<file path="src/rtl/vx_operand_fetch.sv">
// Issue-side operand fetch: drives GPR read addresses, captures the response, and queues operand bundles for dispatch.
// Optional feature macro GPR_BYPASS_EN: merge a same-cycle writeback that the RAM read returned as stale data.

module vx_operand_fetch #(
  parameter  int CORE_ID     = 0,
  parameter  int NUM_THREADS = 4,
  parameter  int NUM_WARPS   = 4,
  parameter  int NUM_REGS    = 32,
  parameter  int META_W      = 64,
  parameter  int FIFO_DEPTH  = 3,
  localparam int WIDW        = (NUM_WARPS > 1) ? $clog2(NUM_WARPS) : 1,
  localparam int RW          = $clog2(NUM_REGS),
  localparam int DW          = NUM_THREADS * 32
) (
  input  logic                   clk,
  input  logic                   reset,
  input  logic                   ibuf_valid,
  output logic                   ibuf_ready,
  input  logic [WIDW-1:0]        ibuf_wid,
  input  logic [NUM_THREADS-1:0] ibuf_tmask,
  input  logic [RW-1:0]          ibuf_rs1,
  input  logic [RW-1:0]          ibuf_rs2,
  input  logic [RW-1:0]          ibuf_rs3,
  input  logic [META_W-1:0]      ibuf_meta,
  output logic [WIDW-1:0]        gpr_req_wid,
  output logic [RW-1:0]          gpr_req_rs1,
  output logic [RW-1:0]          gpr_req_rs2,
  output logic [RW-1:0]          gpr_req_rs3,
  input  logic [DW-1:0]          gpr_rsp_rs1_data,
  input  logic [DW-1:0]          gpr_rsp_rs2_data,
  input  logic [DW-1:0]          gpr_rsp_rs3_data,
  input  logic                   wb_valid,
  input  logic [WIDW-1:0]        wb_wid,
  input  logic [RW-1:0]          wb_rd,
  input  logic [NUM_THREADS-1:0] wb_tmask,
  input  logic [DW-1:0]          wb_data,
  output logic                   disp_valid,
  input  logic                   disp_ready,
  output logic [WIDW-1:0]        disp_wid,
  output logic [NUM_THREADS-1:0] disp_tmask,
  output logic [META_W-1:0]      disp_meta,
  output logic [DW-1:0]          disp_rs1_data,
  output logic [DW-1:0]          disp_rs2_data,
  output logic [DW-1:0]          disp_rs3_data
);

  localparam int PTR_W = (FIFO_DEPTH > 1) ? $clog2(FIFO_DEPTH) : 1;
  localparam int CNT_W = $clog2(FIFO_DEPTH + 1);
  localparam int OCC_W = CNT_W + 1;

  logic                   accept_s, push_s, pop_s;
  logic                   s1_valid_q;
  logic [WIDW-1:0]        s1_wid_q;
  logic [NUM_THREADS-1:0] s1_tmask_q;
  logic [META_W-1:0]      s1_meta_q;
  logic [DW-1:0]          op1_s, op2_s, op3_s;
  logic [PTR_W-1:0]       wr_ptr_q, wr_ptr_d, rd_ptr_q, rd_ptr_d;
  logic [CNT_W-1:0]       count_q, count_d;
  logic [OCC_W-1:0]       occ_s;
  logic                   unused_core_s;

  logic [WIDW-1:0]        fifo_wid_q   [FIFO_DEPTH];
  logic [NUM_THREADS-1:0] fifo_tmask_q [FIFO_DEPTH];
  logic [META_W-1:0]      fifo_meta_q  [FIFO_DEPTH];
  logic [DW-1:0]          fifo_rs1_q   [FIFO_DEPTH];
  logic [DW-1:0]          fifo_rs2_q   [FIFO_DEPTH];
  logic [DW-1:0]          fifo_rs3_q   [FIFO_DEPTH];

  function automatic logic [PTR_W-1:0] ptr_inc(input logic [PTR_W-1:0] p);
    if (p == PTR_W'(FIFO_DEPTH - 1)) return '0;
    else return p + PTR_W'(1);
  endfunction

  assign unused_core_s = (CORE_ID != 0);

  assign gpr_req_wid = ibuf_wid;
  assign gpr_req_rs1 = ibuf_rs1;
  assign gpr_req_rs2 = ibuf_rs2;
  assign gpr_req_rs3 = ibuf_rs3;

  // Stage-1 occupancy is reserved so the unconditional push can never overflow.
  assign occ_s      = OCC_W'(count_q) + OCC_W'(s1_valid_q);
  assign ibuf_ready = reset && (occ_s < OCC_W'(FIFO_DEPTH));
  assign accept_s   = ibuf_valid && ibuf_ready;
  assign push_s     = s1_valid_q;
  assign disp_valid = reset && (count_q != '0);
  assign pop_s      = disp_valid && disp_ready;

`ifdef GPR_BYPASS_EN
  logic [2:0]             hit_q, hit_d;
  logic                   wb_match_s;
  logic [NUM_THREADS-1:0] wb_tmask_q;
  logic [DW-1:0]          wb_data_q;

  function automatic logic [DW-1:0] merge_lanes(input logic hit, input logic [NUM_THREADS-1:0] mask,
                                                input logic [DW-1:0] wb, input logic [DW-1:0] rsp);
    logic [DW-1:0] r;
    r = rsp;
    for (int i = 0; i < NUM_THREADS; i++) begin
      if (hit && mask[i]) r[i*32 +: 32] = wb[i*32 +: 32];
      else r[i*32 +: 32] = rsp[i*32 +: 32];
    end
    return r;
  endfunction

  // r0 is hardwired in the RAM, so a writeback to it must never be forwarded.
  always_comb begin
    wb_match_s = wb_valid && (wb_rd != '0) && (wb_wid == ibuf_wid);
    hit_d      = {wb_match_s && (wb_rd == ibuf_rs3),
                  wb_match_s && (wb_rd == ibuf_rs2),
                  wb_match_s && (wb_rd == ibuf_rs1)};
  end

  always_ff @(posedge clk) begin
    if (!reset) hit_q <= '0;
    else if (accept_s) hit_q <= hit_d;
    else hit_q <= hit_q;
  end

  always_ff @(posedge clk) begin
    if (accept_s) begin
      wb_tmask_q <= wb_tmask;
      wb_data_q  <= wb_data;
    end
  end

  assign op1_s = merge_lanes(hit_q[0], wb_tmask_q, wb_data_q, gpr_rsp_rs1_data);
  assign op2_s = merge_lanes(hit_q[1], wb_tmask_q, wb_data_q, gpr_rsp_rs2_data);
  assign op3_s = merge_lanes(hit_q[2], wb_tmask_q, wb_data_q, gpr_rsp_rs3_data);
`else
  logic unused_wb_s;
  assign unused_wb_s = ^{wb_valid, wb_wid, wb_rd, wb_tmask, wb_data};
  assign op1_s = gpr_rsp_rs1_data;
  assign op2_s = gpr_rsp_rs2_data;
  assign op3_s = gpr_rsp_rs3_data;
`endif

  always_comb begin
    wr_ptr_d = push_s ? ptr_inc(wr_ptr_q) : wr_ptr_q;
    rd_ptr_d = pop_s  ? ptr_inc(rd_ptr_q) : rd_ptr_q;
    case ({push_s, pop_s})
      2'b10:   count_d = count_q + CNT_W'(1);
      2'b01:   count_d = count_q - CNT_W'(1);
      default: count_d = count_q;
    endcase
  end

  always_ff @(posedge clk) begin
    if (!reset) begin
      s1_valid_q <= 1'b0;
      wr_ptr_q   <= '0;
      rd_ptr_q   <= '0;
      count_q    <= '0;
    end else begin
      s1_valid_q <= accept_s;
      wr_ptr_q   <= wr_ptr_d;
      rd_ptr_q   <= rd_ptr_d;
      count_q    <= count_d;
    end
  end

  always_ff @(posedge clk) begin
    if (accept_s) begin
      s1_wid_q   <= ibuf_wid;
      s1_tmask_q <= ibuf_tmask;
      s1_meta_q  <= ibuf_meta;
    end
  end

  always_ff @(posedge clk) begin
    if (push_s) begin
      fifo_wid_q[wr_ptr_q]   <= s1_wid_q;
      fifo_tmask_q[wr_ptr_q] <= s1_tmask_q;
      fifo_meta_q[wr_ptr_q]  <= s1_meta_q;
      fifo_rs1_q[wr_ptr_q]   <= op1_s;
      fifo_rs2_q[wr_ptr_q]   <= op2_s;
      fifo_rs3_q[wr_ptr_q]   <= op3_s;
    end
  end

  assign disp_wid      = fifo_wid_q[rd_ptr_q];
  assign disp_tmask    = fifo_tmask_q[rd_ptr_q];
  assign disp_meta     = fifo_meta_q[rd_ptr_q];
  assign disp_rs1_data = fifo_rs1_q[rd_ptr_q];
  assign disp_rs2_data = fifo_rs2_q[rd_ptr_q];
  assign disp_rs3_data = fifo_rs3_q[rd_ptr_q];

endmodule

</file>
<file path="config.mk">
export PLATFORM = sky130hd
export DESIGN_NAME = vx_operand_fetch
export DESIGN_NICKNAME = d
export VERILOG_FILES = /design/src/rtl/vx_operand_fetch.sv
export SDC_FILE = /design/constraint.sdc
export NUM_CORES = 1
export LEC_CHECK = 0
export ABC_AREA = 1
export BUFFER_PORTS_ARGS = -buffer_cell sky130_fd_sc_hd__buf_4
export CORE_AREA = 2 2 419 421
export DETAILED_ROUTE_END_ITERATION = 6
export DIE_AREA = 0 0 421 423
export SETUP_SLACK_MARGIN = 0.3
export SYNTH_ARGS = -nofsm -noshare
export SYNTH_HDL_FRONTEND = slang
export SYNTH_SLANG_ARGS = --single-unit
</file>
<file path="constraint.sdc">
create_clock -name clk -period 41.9 [get_ports clk]
set_clock_uncertainty 0.05 [all_clocks]
set_input_delay 6.285 -clock clk [delete_from_list [all_inputs] [get_ports clk]]
set_output_delay 6.285 -clock clk [all_outputs]
set_load 0.02 [all_outputs]
</file>
Word level (Yosys, flattened, before mapping) --
Memories as Yosys holds them, arrays and structs flattened. A register that Yosys moved wholly into a read port is not among the register bits. Cells that the tools add are included.
Cells by class: add/sub/neg operators 5, $lt $le $gt $ge 1, eq/ne operators 4, multiplexer cells 17, reduce and logical (&&, ||, !) cells 6
Operators by type and width (number):
- 2-bit two-way mux | 14
- 2-bit by 1-bit adder with 2-bit output, second input constant | 3
- 2-bit equality test, second input constant | 3
- 1-bit logical AND | 4
- 2-bit one-hot mux with 2 select lines | 1
- 2-bit nonzero test | 2
- 2-bit by 1-bit adder with 3-bit output | 1
- 3-bit by 2-bit less-than comparator with 1-bit output, second input constant | 1
- 2-bit by 1-bit equality test with 1-bit output, second input constant | 1
- 1-bit two-way mux | 2
- 2-bit by 1-bit subtractor with 2-bit output, second input constant | 1
Storage, ports and cells: flip-flop bits (word level) 77, memory bits (writable) 1362, input port bits 613, output and inout port bits 473, logic and storage cells 46, memories kept 6
Memory list:
- fifo_rs1_q | depth 3, bits a word 128, read ports 1, clocked after Yosys merged registers in 1, write ports 1, line 65 | logic [DW-1:0] fifo_rs1_q [FIFO_DEPTH];
- fifo_rs2_q | depth 3, bits a word 128, read ports 1, clocked after Yosys merged registers in 1, write ports 1, line 66 | logic [DW-1:0] fifo_rs2_q [FIFO_DEPTH];
- fifo_rs3_q | depth 3, bits a word 128, read ports 1, clocked after Yosys merged registers in 1, write ports 1, line 67 | logic [DW-1:0] fifo_rs3_q [FIFO_DEPTH];
- fifo_meta_q | depth 3, bits a word 64, read ports 1, clocked after Yosys merged registers in 1, write ports 1, line 64 | logic [META_W-1:0] fifo_meta_q [FIFO_DEPTH];
- fifo_tmask_q | depth 3, bits a word 4, read ports 1, clocked after Yosys merged registers in 1, write ports 1, line 63 | logic [NUM_THREADS-1:0] fifo_tmask_q [FIFO_DEPTH];
- fifo_wid_q | depth 3, bits a word 2, read ports 1, clocked after Yosys merged registers in 1, write ports 1, line 62 | logic [WIDW-1:0] fifo_wid_q [FIFO_DEPTH];

Depth between registers and ports, before layout --
depth in word-level cells 5, gate-level depth with buffers 9, depth with buffers taken out 9

Worst setup path before layout --
Ideal clock, no wire load.
path kind reg-to-reg, from register s1_valid_q, in the netlist push_s, to memory fifo_meta_q[2][0], enable pin, setup time 1828 ps, arrival 30911 ps, data required time 40022 ps, setup slack 9112 ps, stages on the path, launching flop included 3, buffers on the path 0, clock period less this slack 32788 ps, cell sequence dfxtp_1 inv_1 nor3_1
Between the ends: word-level cells in the longest chain between the ends 2
Ends and longest elaborated chain:
- from (decl) | line 52 | logic s1_valid_q;
- from (signal assigned) | line 155 | s1_valid_q <= accept_s;
- 1-bit two-way mux | line 171 | if (push_s) begin
- 1-bit two-way mux (implied by the code) | line 174 | fifo_meta_q[wr_ptr_q] <= s1_meta_q;
- to (decl) | line 64
Every way passes these cells.

Worst setup path after layout --
from input reset, to output disp_valid
Between the ends: word-level cells in the longest chain between the ends 1
Ends and longest elaborated chain:
- from (decl) | line 16 | input logic reset,
- 1-bit logical AND | line 86 | assign disp_valid = reset && (count_q != '0);
- to (decl) | line 37 | output logic disp_valid,
Every way passes these cells.

==> results.sh <==
export IMPL_switching_share_of_power=0.2325
export IMPL_worst_setup_path_type="in2out"
export IMPL_power_report_internal_total_w=0.002476
export IMPL_clock_fmax_mhz=75.63
export IMPL_placeableCoreArea_um2=173200
export IMPL_finalSetupViolCount=0
export IMPL_grt_first_pass_wirelength_um=209700
export IMPL_io_pins=1086
export IMPL_worst_hold_path_type="reg2reg"
export IMPL_drt_vias_per_instance=4.662
export IMPL_grt_pass1_vias=31250
export IMPL_postCtsSetupRepairBufs=0
export IMPL_placement_io_buffers=915
export IMPL_routed_via_count=32070
export IMPL_netSwitchingPower_w=0.0007500
export IMPL_maxCapViolations=0
export IMPL_clkPwrFrac=0.401
export IMPL_postCtsHoldBufs=0
export IMPL_synth_net_count=4141
export IMPL_clock_latency_ns=0.79
export IMPL_critical_path_max_fanout=7
export IMPL_mappedNetlistArea_um2=52590
export IMPL_routed_wirelength_um=146600
export IMPL_max_slew_worst_pin_slew_ns=1.085
export IMPL_gpl_final_weighted_congestion=0.8299
export IMPL_core_rows=153
export IMPL_mean_area_per_synthesized_cell_um2=14.92
export IMPL_pwr_density_cell_nw_per_um2=48.58
export IMPL_vdd_ir_drop_worst_mv=0.04219
export IMPL_ant_nets=0
export IMPL_critical_path_required_ns=35.56
export IMPL_fin_setup_tns_ns=0
export IMPL_total_chip_power_w=0.003226
export IMPL_grt_max_degree=176
export IMPL_cts_root_buffer_cell="clkbuf_16"
export IMPL_r2r_cells=4
export IMPL_power_share_sequential=0.509
export IMPL_maxSlewViolCount=0
export IMPL_worst_endpoint_arrival_ns=6.89
export IMPL_first_pass_iters=5
export IMPL_netlist_cell_type_count=17
export IMPL_drt_iter0_markers=2262
export IMPL_total_gr_overflow=0
export IMPL_timing_critical_path_to_type="output port"
export IMPL_p_comb_frac=0.089
export IMPL_die_area_um2=178100
export IMPL_dieHeight_um=423
export IMPL_routedWlPerCell_um=21.31
export IMPL_start_util=0.3036
export IMPL_post_route_period_util=0.3156
export IMPL_grt_antenna_before_repair=25
export IMPL_tritoncts_num_sinks=1441
export IMPL_cts_htree_levels=4
export IMPL_placed_wire_length_estimate_after_detailed_placement_um=87790
export IMPL_yosysSeqAreaShare=0.8211
export IMPL_syn_instance_count=3525
export IMPL_outcome="complete, no violations"
export IMPL_yosys_warnings=0
export IMPL_drive_gt1_frac=0.2560
export IMPL_cts_reportedPaths_clkPinSlew_ns=0.06
export IMPL_post_route_drc_count=0
export IMPL_relSlewSlack=0.2770
export IMPL_global_router_s_overall_resource_usage=0.1574
export IMPL_cts_buffers_inserted=155
export IMPL_hold_path_cell_count=0
export IMPL_fillCellCount=16170
export IMPL_worstSetupStartpointType="input port"
export IMPL_maximum_count_of_clock_buffers_along_a_single_path=3
export IMPL_flip_flop_and_latch_count_after_synthesis=1441
export IMPL_synthToLayoutAreaGrowth_pct=26.25
export IMPL_p_leak_nw=24.03
export IMPL_cts_repair_resize_count=0
export IMPL_rsz0062_at_grt="no"
export IMPL_fin_nets=5031
export IMPL_post_layout_min_period_ns=13.22
export IMPL_cts_tree="done"
export IMPL_hold_viol=0
export IMPL_die_w_um=421
-- critical path, cell delays in order --
cell    delay [ns]
buf_4         0.12
inv_1         0.07
nor2_1        0.19
buf_4         0.22
-- per-layer routing --
layer  routed length, um  global-route usage  vias up
li1                    -                   -    14720
met1               56650              0.1840    16060
met2               73990              0.2662      991
met3               10380             0.04982      285
met4                5484             0.06625       12
met5                  87                   0        -
-- through the flow --
stage / instances / setup WS (ns) / instance area [um^2] / utilization / hold slack, ns
5_1_grt: 6876 / 28.64 / 66390 / 0.3832 / 0.4187
3_5_place_dp: 6583 / 28.67 / 61560 / 0.3553 / 0.4058
2_1_floorplan: 3525 / 9.112 / 52590 / - / 0.3901
4_1_cts: 6860 / 28.67 / 66350 / 0.3830 / 0.4123
6_report: 6880 / 28.68 / 66400 / 0.3833 / 0.4027
3_3_place_gp: 6583 / 28.67 / 61560 / 0.3553 / 0.3923
-- cells by family after synthesis --
kind of cell / synth area share
flip-flops: 0.8211
adder cells (fa/ha/maj): 0.0007138
buffers and inverters: 0.02415
AND/OR/NAND/NOR: 0.06699
AO/OA/AOI/OAI: 0.08707
-- cell usage after synthesis --
cell type	n	area, um^2
nor2_1	460	1727
edfxtp_1	1432	43000
ha_1	3	37.54
nand2_1	465	1745
nor3_1	1	5.000
buf_6	3	33.78
or2_2	1	6.260
buf_2	151	755.7
inv_1	11	41.29
o21ai_0	2	10.01
nand3_1	5	25.02
dfxtp_1	9	180.2
clkbuf_1	15	56.30
buf_4	50	375.4
nor3b_1	2	15.01
inv_2	2	7.510
a21oi_1	913	4569
-- worst paths after layout --
path,start,end,slack (ns)
worst max register to register,push_s,fifo_rs1_q[1][23],38.42
worst min register to register,s1_meta_q[5],fifo_meta_q[0][5],0.40
worst max-delay path,reset,disp_valid,28.68
worst min-delay path,s1_meta_q[5],fifo_meta_q[0][5],0.40
-- placed cells by master (no fill, tap or decap), types with 16 or more instances in the layout --
master	Yosys	routed
diode_2	0	20
clkbuf_16	0	159
clkinv_2	0	16
buf_4	50	945
edfxtp_1	1432	1432
nor2_1	460	460
clkbuf_1	15	42
nand2_1	465	465
clkinv_1	0	35
a21oi_1	913	913
-- registers in the layout, summed over array words and instances, names as in the netlist, 4 cells and up, named ones only --
signal	count
fifo_rs1_q	384
s1_meta_q	64
fifo_rs2_q	384
fifo_wid_q	6
s1_tmask_q	4
fifo_tmask_q	12
fifo_meta_q	192
fifo_rs3_q	384
-- cell type report --
class | count | area, um^2 | area share
repair buffers | 952 | 7234 | 0.1090
clock inverters | 76 | 649.4 | 0.009780
clock buffers | 201 | 4136 | 0.06230
flip-flops and latches | 1441 | 43190 | 0.6505
well taps | 2325 | 2909 | 0.04381
inverters | 13 | 78.83 | 0.001187
diodes | 20 | 50.05 | 0.0007538
multi-input cells | 1852 | 8150 | 0.1228
-- power by group through the flow --
stage          Sequential [W]  Clock (W)  Combinational [W]
3_3_place_gp          0.00167          0           0.000289
5_1_grt               0.00165    0.00138           0.000307
6_report              0.00164    0.00129           0.000288
4_1_cts               0.00164    0.00133           0.000292
2_1_floorplan         0.00169          0           0.000138
3_5_place_dp          0.00167          0           0.000291
Power figures use the tool's default switching activity.
